File: config.mk
export PLATFORM = sky130hd
export DESIGN_NAME = vga_timing_gen
export DESIGN_NICKNAME = d
export VERILOG_FILES = /design/src/rtl/vga_timing_pkg.sv /design/src/rtl/vga_axis_counter.sv /design/src/rtl/vga_timing_gen.sv
export SDC_FILE = /design/constraint.sdc
export NUM_CORES = 1
export LEC_CHECK = 0
export BUFFER_PORTS_ARGS = -buffer_cell sky130_fd_sc_hd__buf_2
export CORE_ASPECT_RATIO = 1.1
export CORE_MARGIN = 8
export CORE_UTILIZATION = 55
export CTS_BUF_LIST = sky130_fd_sc_hd__clkbuf_8 sky130_fd_sc_hd__clkbuf_16
export CTS_CLUSTER_SIZE = 25
export DETAILED_ROUTE_END_ITERATION = 10
export PLACE_DENSITY = 0.81
export SLEW_MARGIN = 10
export SYNTH_ARGS = -nofsm -noshare
export SYNTH_HDL_FRONTEND = slang
export SYNTH_SLANG_ARGS = --single-unit
File: constraint.sdc
create_clock -name clk -period 4.65 [get_ports clk]
set_input_delay 0.6975 -clock clk [delete_from_list [all_inputs] [get_ports clk]]
set_output_delay 0.6975 -clock clk [all_outputs]
set_load 0.03 [all_outputs]
File: src/rtl/vga_timing_pkg.sv
// Shared raster timing constants and the per-axis phase type.
package vga_timing_pkg;

  localparam int unsigned CNT_W         = 11;
  localparam int unsigned CNT_MAX_TOTAL = 2048;
  localparam int unsigned FRAME_CNT_W   = 16;

  // 1024x768@60, 65 MHz pixel clock
  localparam int unsigned DEF_H_ACTIVE = 1024;
  localparam int unsigned DEF_H_FP     = 24;
  localparam int unsigned DEF_H_SYNC   = 136;
  localparam int unsigned DEF_H_BP     = 160;
  localparam int unsigned DEF_V_ACTIVE = 768;
  localparam int unsigned DEF_V_FP     = 3;
  localparam int unsigned DEF_V_SYNC   = 6;
  localparam int unsigned DEF_V_BP     = 29;

  typedef enum logic [1:0] {
    PH_ACTIVE = 2'd0,
    PH_FRONT  = 2'd1,
    PH_SYNC   = 2'd2,
    PH_BACK   = 2'd3
  } phase_e;

endpackage

File: src/rtl/vga_axis_counter.sv
// One raster axis: wrapping counter plus ACTIVE/FRONT/SYNC/BACK phase tracker.
// blank/sync are derived from the next count so they line up with the count register.
module vga_axis_counter
  import vga_timing_pkg::*;
#(
  parameter int unsigned ACTIVE = DEF_H_ACTIVE,
  parameter int unsigned FP     = DEF_H_FP,
  parameter int unsigned SYNC   = DEF_H_SYNC,
  parameter int unsigned BP     = DEF_H_BP,
  parameter bit          POL    = 1'b0
) (
  input  logic             clk,
  input  logic             rst_n,
  input  logic             inc,
  output logic             wrap,
  output logic [CNT_W-1:0] count,
  output logic             blank,
  output logic             sync
);

  localparam int unsigned      TOTAL    = ACTIVE + FP + SYNC + BP;
  localparam logic [CNT_W-1:0] LAST     = CNT_W'(TOTAL - 1);
  localparam logic [CNT_W-1:0] FRONT_AT = CNT_W'(ACTIVE);
  localparam logic [CNT_W-1:0] SYNC_AT  = CNT_W'(ACTIVE + FP);
  localparam logic [CNT_W-1:0] BACK_AT  = CNT_W'(ACTIVE + FP + SYNC);

  // Reject timings that overflow the counter or collapse a phase to nothing
  if (TOTAL > CNT_MAX_TOTAL || ACTIVE == 0 || FP == 0 || SYNC == 0 || BP == 0) begin : g_bad_timing
    $error("vga_axis_counter: illegal timing parameters");
  end

  phase_e           phase_q, phase_d;
  logic [CNT_W-1:0] count_d;
  logic             blank_d;
  logic             sync_d;

  // Phase state register and registered outputs
  always_ff @(posedge clk or negedge rst_n) begin
    if (!rst_n) begin
      phase_q <= PH_ACTIVE;
      count   <= '0;
      blank   <= 1'b0;
      sync    <= ~POL;
    end else begin
      phase_q <= phase_d;
      count   <= count_d;
      blank   <= blank_d;
      sync    <= sync_d;
    end
  end

  // Next count, next phase and the outputs that describe that next count
  always_comb begin
    phase_d = phase_q;
    count_d = count;
    wrap    = 1'b0;
    if (inc) begin
      wrap    = (count == LAST);
      count_d = wrap ? '0 : count + CNT_W'(1);
      case (phase_q)
        PH_ACTIVE: if (count_d == FRONT_AT) phase_d = PH_FRONT;
        PH_FRONT:  if (count_d == SYNC_AT)  phase_d = PH_SYNC;
        PH_SYNC:   if (count_d == BACK_AT)  phase_d = PH_BACK;
        PH_BACK:   if (count_d == '0)       phase_d = PH_ACTIVE;
        default:                            phase_d = PH_ACTIVE;
      endcase
    end
    blank_d = (phase_d != PH_ACTIVE);
    sync_d  = (phase_d == PH_SYNC) ? POL : ~POL;
  end

endmodule

File: src/rtl/vga_timing_gen.sv
// Raster timing source: cascaded horizontal/vertical axis counters plus
// line/frame pulses and a completed-frame counter.
module vga_timing_gen
  import vga_timing_pkg::*;
#(
  parameter int unsigned H_ACTIVE = DEF_H_ACTIVE,
  parameter int unsigned H_FP     = DEF_H_FP,
  parameter int unsigned H_SYNC   = DEF_H_SYNC,
  parameter int unsigned H_BP     = DEF_H_BP,
  parameter int unsigned V_ACTIVE = DEF_V_ACTIVE,
  parameter int unsigned V_FP     = DEF_V_FP,
  parameter int unsigned V_SYNC   = DEF_V_SYNC,
  parameter int unsigned V_BP     = DEF_V_BP,
  parameter bit          H_POL    = 1'b0,
  parameter bit          V_POL    = 1'b0
) (
  input  logic                   clk,
  input  logic                   rst_n,
  input  logic                   en,
  output logic [CNT_W-1:0]       hcount,
  output logic [CNT_W-1:0]       vcount,
  output logic                   hsync,
  output logic                   vsync,
  output logic                   hblank,
  output logic                   vblank,
  output logic                   line_start,
  output logic                   frame_start,
  output logic [FRAME_CNT_W-1:0] frame_cnt
);

  logic h_wrap;
  logic v_wrap;
  logic v_inc;

  assign v_inc = en & h_wrap;

  vga_axis_counter #(
    .ACTIVE (H_ACTIVE),
    .FP     (H_FP),
    .SYNC   (H_SYNC),
    .BP     (H_BP),
    .POL    (H_POL)
  ) u_h_axis (
    .clk   (clk),
    .rst_n (rst_n),
    .inc   (en),
    .wrap  (h_wrap),
    .count (hcount),
    .blank (hblank),
    .sync  (hsync)
  );

  vga_axis_counter #(
    .ACTIVE (V_ACTIVE),
    .FP     (V_FP),
    .SYNC   (V_SYNC),
    .BP     (V_BP),
    .POL    (V_POL)
  ) u_v_axis (
    .clk   (clk),
    .rst_n (rst_n),
    .inc   (v_inc),
    .wrap  (v_wrap),
    .count (vcount),
    .blank (vblank),
    .sync  (vsync)
  );

  // Line/frame pulses coincide with the counts returning to zero
  always_ff @(posedge clk or negedge rst_n) begin
    if (!rst_n) begin
      line_start  <= 1'b0;
      frame_start <= 1'b0;
      frame_cnt   <= '0;
    end else begin
      line_start  <= h_wrap;
      frame_start <= h_wrap & v_wrap;
      if (h_wrap & v_wrap) frame_cnt <= frame_cnt + FRAME_CNT_W'(1);
    end
  end

endmodule

==> flow_metrics.py <==
metrics = {
    "clock_network": {
        "cts_buffers": 5,
        "cts_max_path_buffers": 2,
        "cts.sinks": 48,
        "cts_root_buf": "clkbuf_8",
        "hold_buffers": 0,
        "cts_tree": "done",
        "insertion_delay_ps": 300,
        "h-tree-depth": 2,
        "ctsResizeCount": 0,
        "cts_setup_buffers": 0,
        "clk_pin_slew_worst_paths_ps": 90,
    },
    "worst_setup_path": {
        "max_stage_delay_ps": 570,
        "critical_path_class": "flip-flop to flip-flop",
        "critPathArrivalTime_ps": 3230,
        "cp-end-kind": "flip-flop",
        "crit_buf_inv": 1,
        "critical_path.startpoint": "u_h_axis.count[0]",
        "cp_max_fo": 14,
        "cp_slowest_cell": "nor4_4",
        "r2r_start": "u_h_axis.count[0]",
        "cp_cell_sequence": "ha_1 > nand3_1 > nor4_4 > nand2_1 > inv_1 > a41oi_1 > a21o_1 > nand3b_1",
        "crit_family": "simple AND/OR/NAND/NOR gates",
        "critPathRequiredTime_ps": 4830,
        "startpoint_type": "flip-flop",
    },
    "power": {
        "p_leak_nw": 1.512,
        "p_per_area_mw_per_mm2": 339.9,
        "finalPower_mw": 1.126,
        "peakVddDrop_mv": 0.3016,
    },
    "logic_synthesis": {
        "synthesis.nets": 334,
        "netlist_area_mm2": 0.002979,
        "yosysUniqueCellTypes": 63,
        "synth.yosys.seq_area_share_pct": 40.40,
        "syn_area_per_cell_um2": 9.138,
        "synth_edf_count": 0,
        "ys.warnings.count": 0,
        "ys_seq_elements": 48,
        "synth_cells": 326,
        "ys_async_sr_fraction_pct": 100.0,
        "ys.flop_type": "dfrtp_1",
    },
    "finish": {
        "fin_nets": 364,
        "antenna_cells": 0,
        "drive_above_1_share_pct": 19.61,
        "syn_to_final_growth_pct": 11.21,
        "final_cell_area_mm2": 0.003313,
        "layout_common_cells": "46 x dfrtp_1, 46 x buf_2, 37 x nand2_1, 25 x o21ai_0, 20 x nor2_1",
    },
    "detailed_routing": {
        "ant_nets": 0,
        "drt_first_pass_iters": 5,
        "drcViolationCount": 0,
        "avgRoutedWirePerCell_um": 14.63,
        "wirelength_um": 6322,
        "dr_total_vias": 2494,
        "drt_first_iter_violations": 203,
        "routed_via_density": 5.773,
    },
    "floorplanning": {
        "dieArea_mm2": 0.008030,
        "ioPinCount": 47,
        "die_h_um": 93.19,
        "die_x_um": 86.17,
        "rows": 28,
        "start_util_pct": 56.32,
        "core_area_mm2": 0.005290,
    },
    "job": {
        "cap_violations": 0,
    },
    "global_routing": {
        "antenna_found_initial": 0,
        "grt_pass1_vias": 2233,
        "grt.total_usage_pct": 15.84,
        "grt_pass1_wl_um": 10450,
        "grt_overflow": 0,
        "grt_max_degree": 49,
    },
    "timing": {
        "fin_ws_ps": 1604,
        "period_share_pct": 65.50,
        "relSlewSlack_pct": 32.12,
        "finalHoldViolations": 0,
        "skew_ps": 7.430,
        "max_freq_mhz": 328.3,
        "setup_violations": 0,
        "setup_tns_ps": 0,
        "report.final.slew_viol_count": 0,
        "layout_min_cycle_time_ps": 3046,
        "rsz0062_at_grt": "no",
        "tightest_slew_ps": 1018,
    },
    "placement": {
        "placed_area_mm2": 0.003176,
        "post-dp-hpwl_um": 4511,
        "place.gp.congestion": 0.9111,
        "pre_cts_slack_ps": 1704,
        "numPortBuffers": 46,
    },
    "worst_hold_path": {
        "worstHoldPathType": "flip-flop to flip-flop",
        "hp-start": "frame_cnt[15]",
    },
    "outcome": {
        "status": "completed",
    },
}
==> state kept, by name (all words and copies together) (netlist names) <==
signal            count
frame_cnt            16
u_h_axis.count       11
u_v_axis.count       11
u_h_axis.phase_q      2
u_v_axis.phase_q      2
frame_start           1
line_start            1
u_h_axis.blank        1
u_h_axis.sync         1
u_v_axis.blank        1
u_v_axis.sync         1
==> per-layer routing <==
layer,up-vias,track usage (%),routed length [um],part of all wire (%)
met2,76,26.59,3080,49
li1,1230,-,-,-
met1,1176,18.88,2736,43
met5,-,0,0,0
met3,12,4.298,426,6.7
met4,0,6.034,79,1.2
==> worst paths after layout <==
kind	cells after the start	slack, ps	endpoint
setup / recovery	8	1600	u_v_axis.blank
hold / removal	1	480	frame_cnt[15]
setup reg to reg	8	1600	u_v_axis.blank
hold reg to reg	1	480	frame_cnt[15]
max in group asynchronous	1	3460	u_h_axis.count[0]
min in group asynchronous	1	570	u_v_axis.count[1]
==> worst register-to-register path, cell delays in order, from the launching register on <==
cell      delay (ps)
dfrtp_1          480
ha_1             310
nand3_1          270
nor4_4           580
nand2_1          390
inv_1            380
a41oi_1          170
a21o_1           200
nand3b_1         160
==> synthesized netlist by cell type (4+ instances only) <==
master / instances / share of area (%)
a21oi_1: 7 / 1.2
and3_1: 11 / 2.3
buf_2: 8 / 1.3
buf_4: 4 / 1.0
clkbuf_1: 7 / 0.88
dfrtp_1: 46 / 39
ha_1: 5 / 2.1
inv_1: 9 / 1.1
mux2i_1: 4 / 1.3
nand2_1: 37 / 4.7
nand3_1: 15 / 2.5
nand4_1: 9 / 1.9
nor2_1: 20 / 2.5
nor3_1: 10 / 1.7
o21ai_0: 25 / 4.2
o31ai_1: 6 / 1.5
or3_1: 4 / 0.84
xnor2_1: 19 / 5.6
xor2_1: 10 / 2.9
==> cell families after synthesis <==
| family | share of synthesized area [%] |
|---|---|
| and+or+nand+nor | 25.54 |
| muxes | 2.478 |
| xor gates and xnor gates | 8.526 |
| DFF | 40.40 |
| AOI/OAI and AO/OA | 15.54 |
| buffers and inverters | 5.418 |
| adders and majority gates | 2.100 |
==> per-stage QoR <==
step	utilization, %	hold WS [ps]	std cells
finish	62.63	477.1	432
global placement	60.03	454.8	424
floorplan	-	401.9	326
CTS	62.63	478.3	432
global route	62.63	515.2	432
detailed placement	60.03	465.4	424
==> cell type report <==
type                       instances  area (um2)
fill                             447        1977
multi-input combinational        246        1614
sequential                        48        1204
timing repair buffer              46       230.2
tap                               75       93.84
clock buffer                       5       68.82
clock inverter                     3       68.82
inverter                           9       33.78
==> report_power, final <==
part | total, mW | internal, mW | switching, mW
registers | 0.517 | 0.444 | 0.0728
clock network | 0.361 | 0.216 | 0.144
logic | 0.249 | 0.0933 | 0.155
Note: power is estimated with default switching activity, not from simulation.
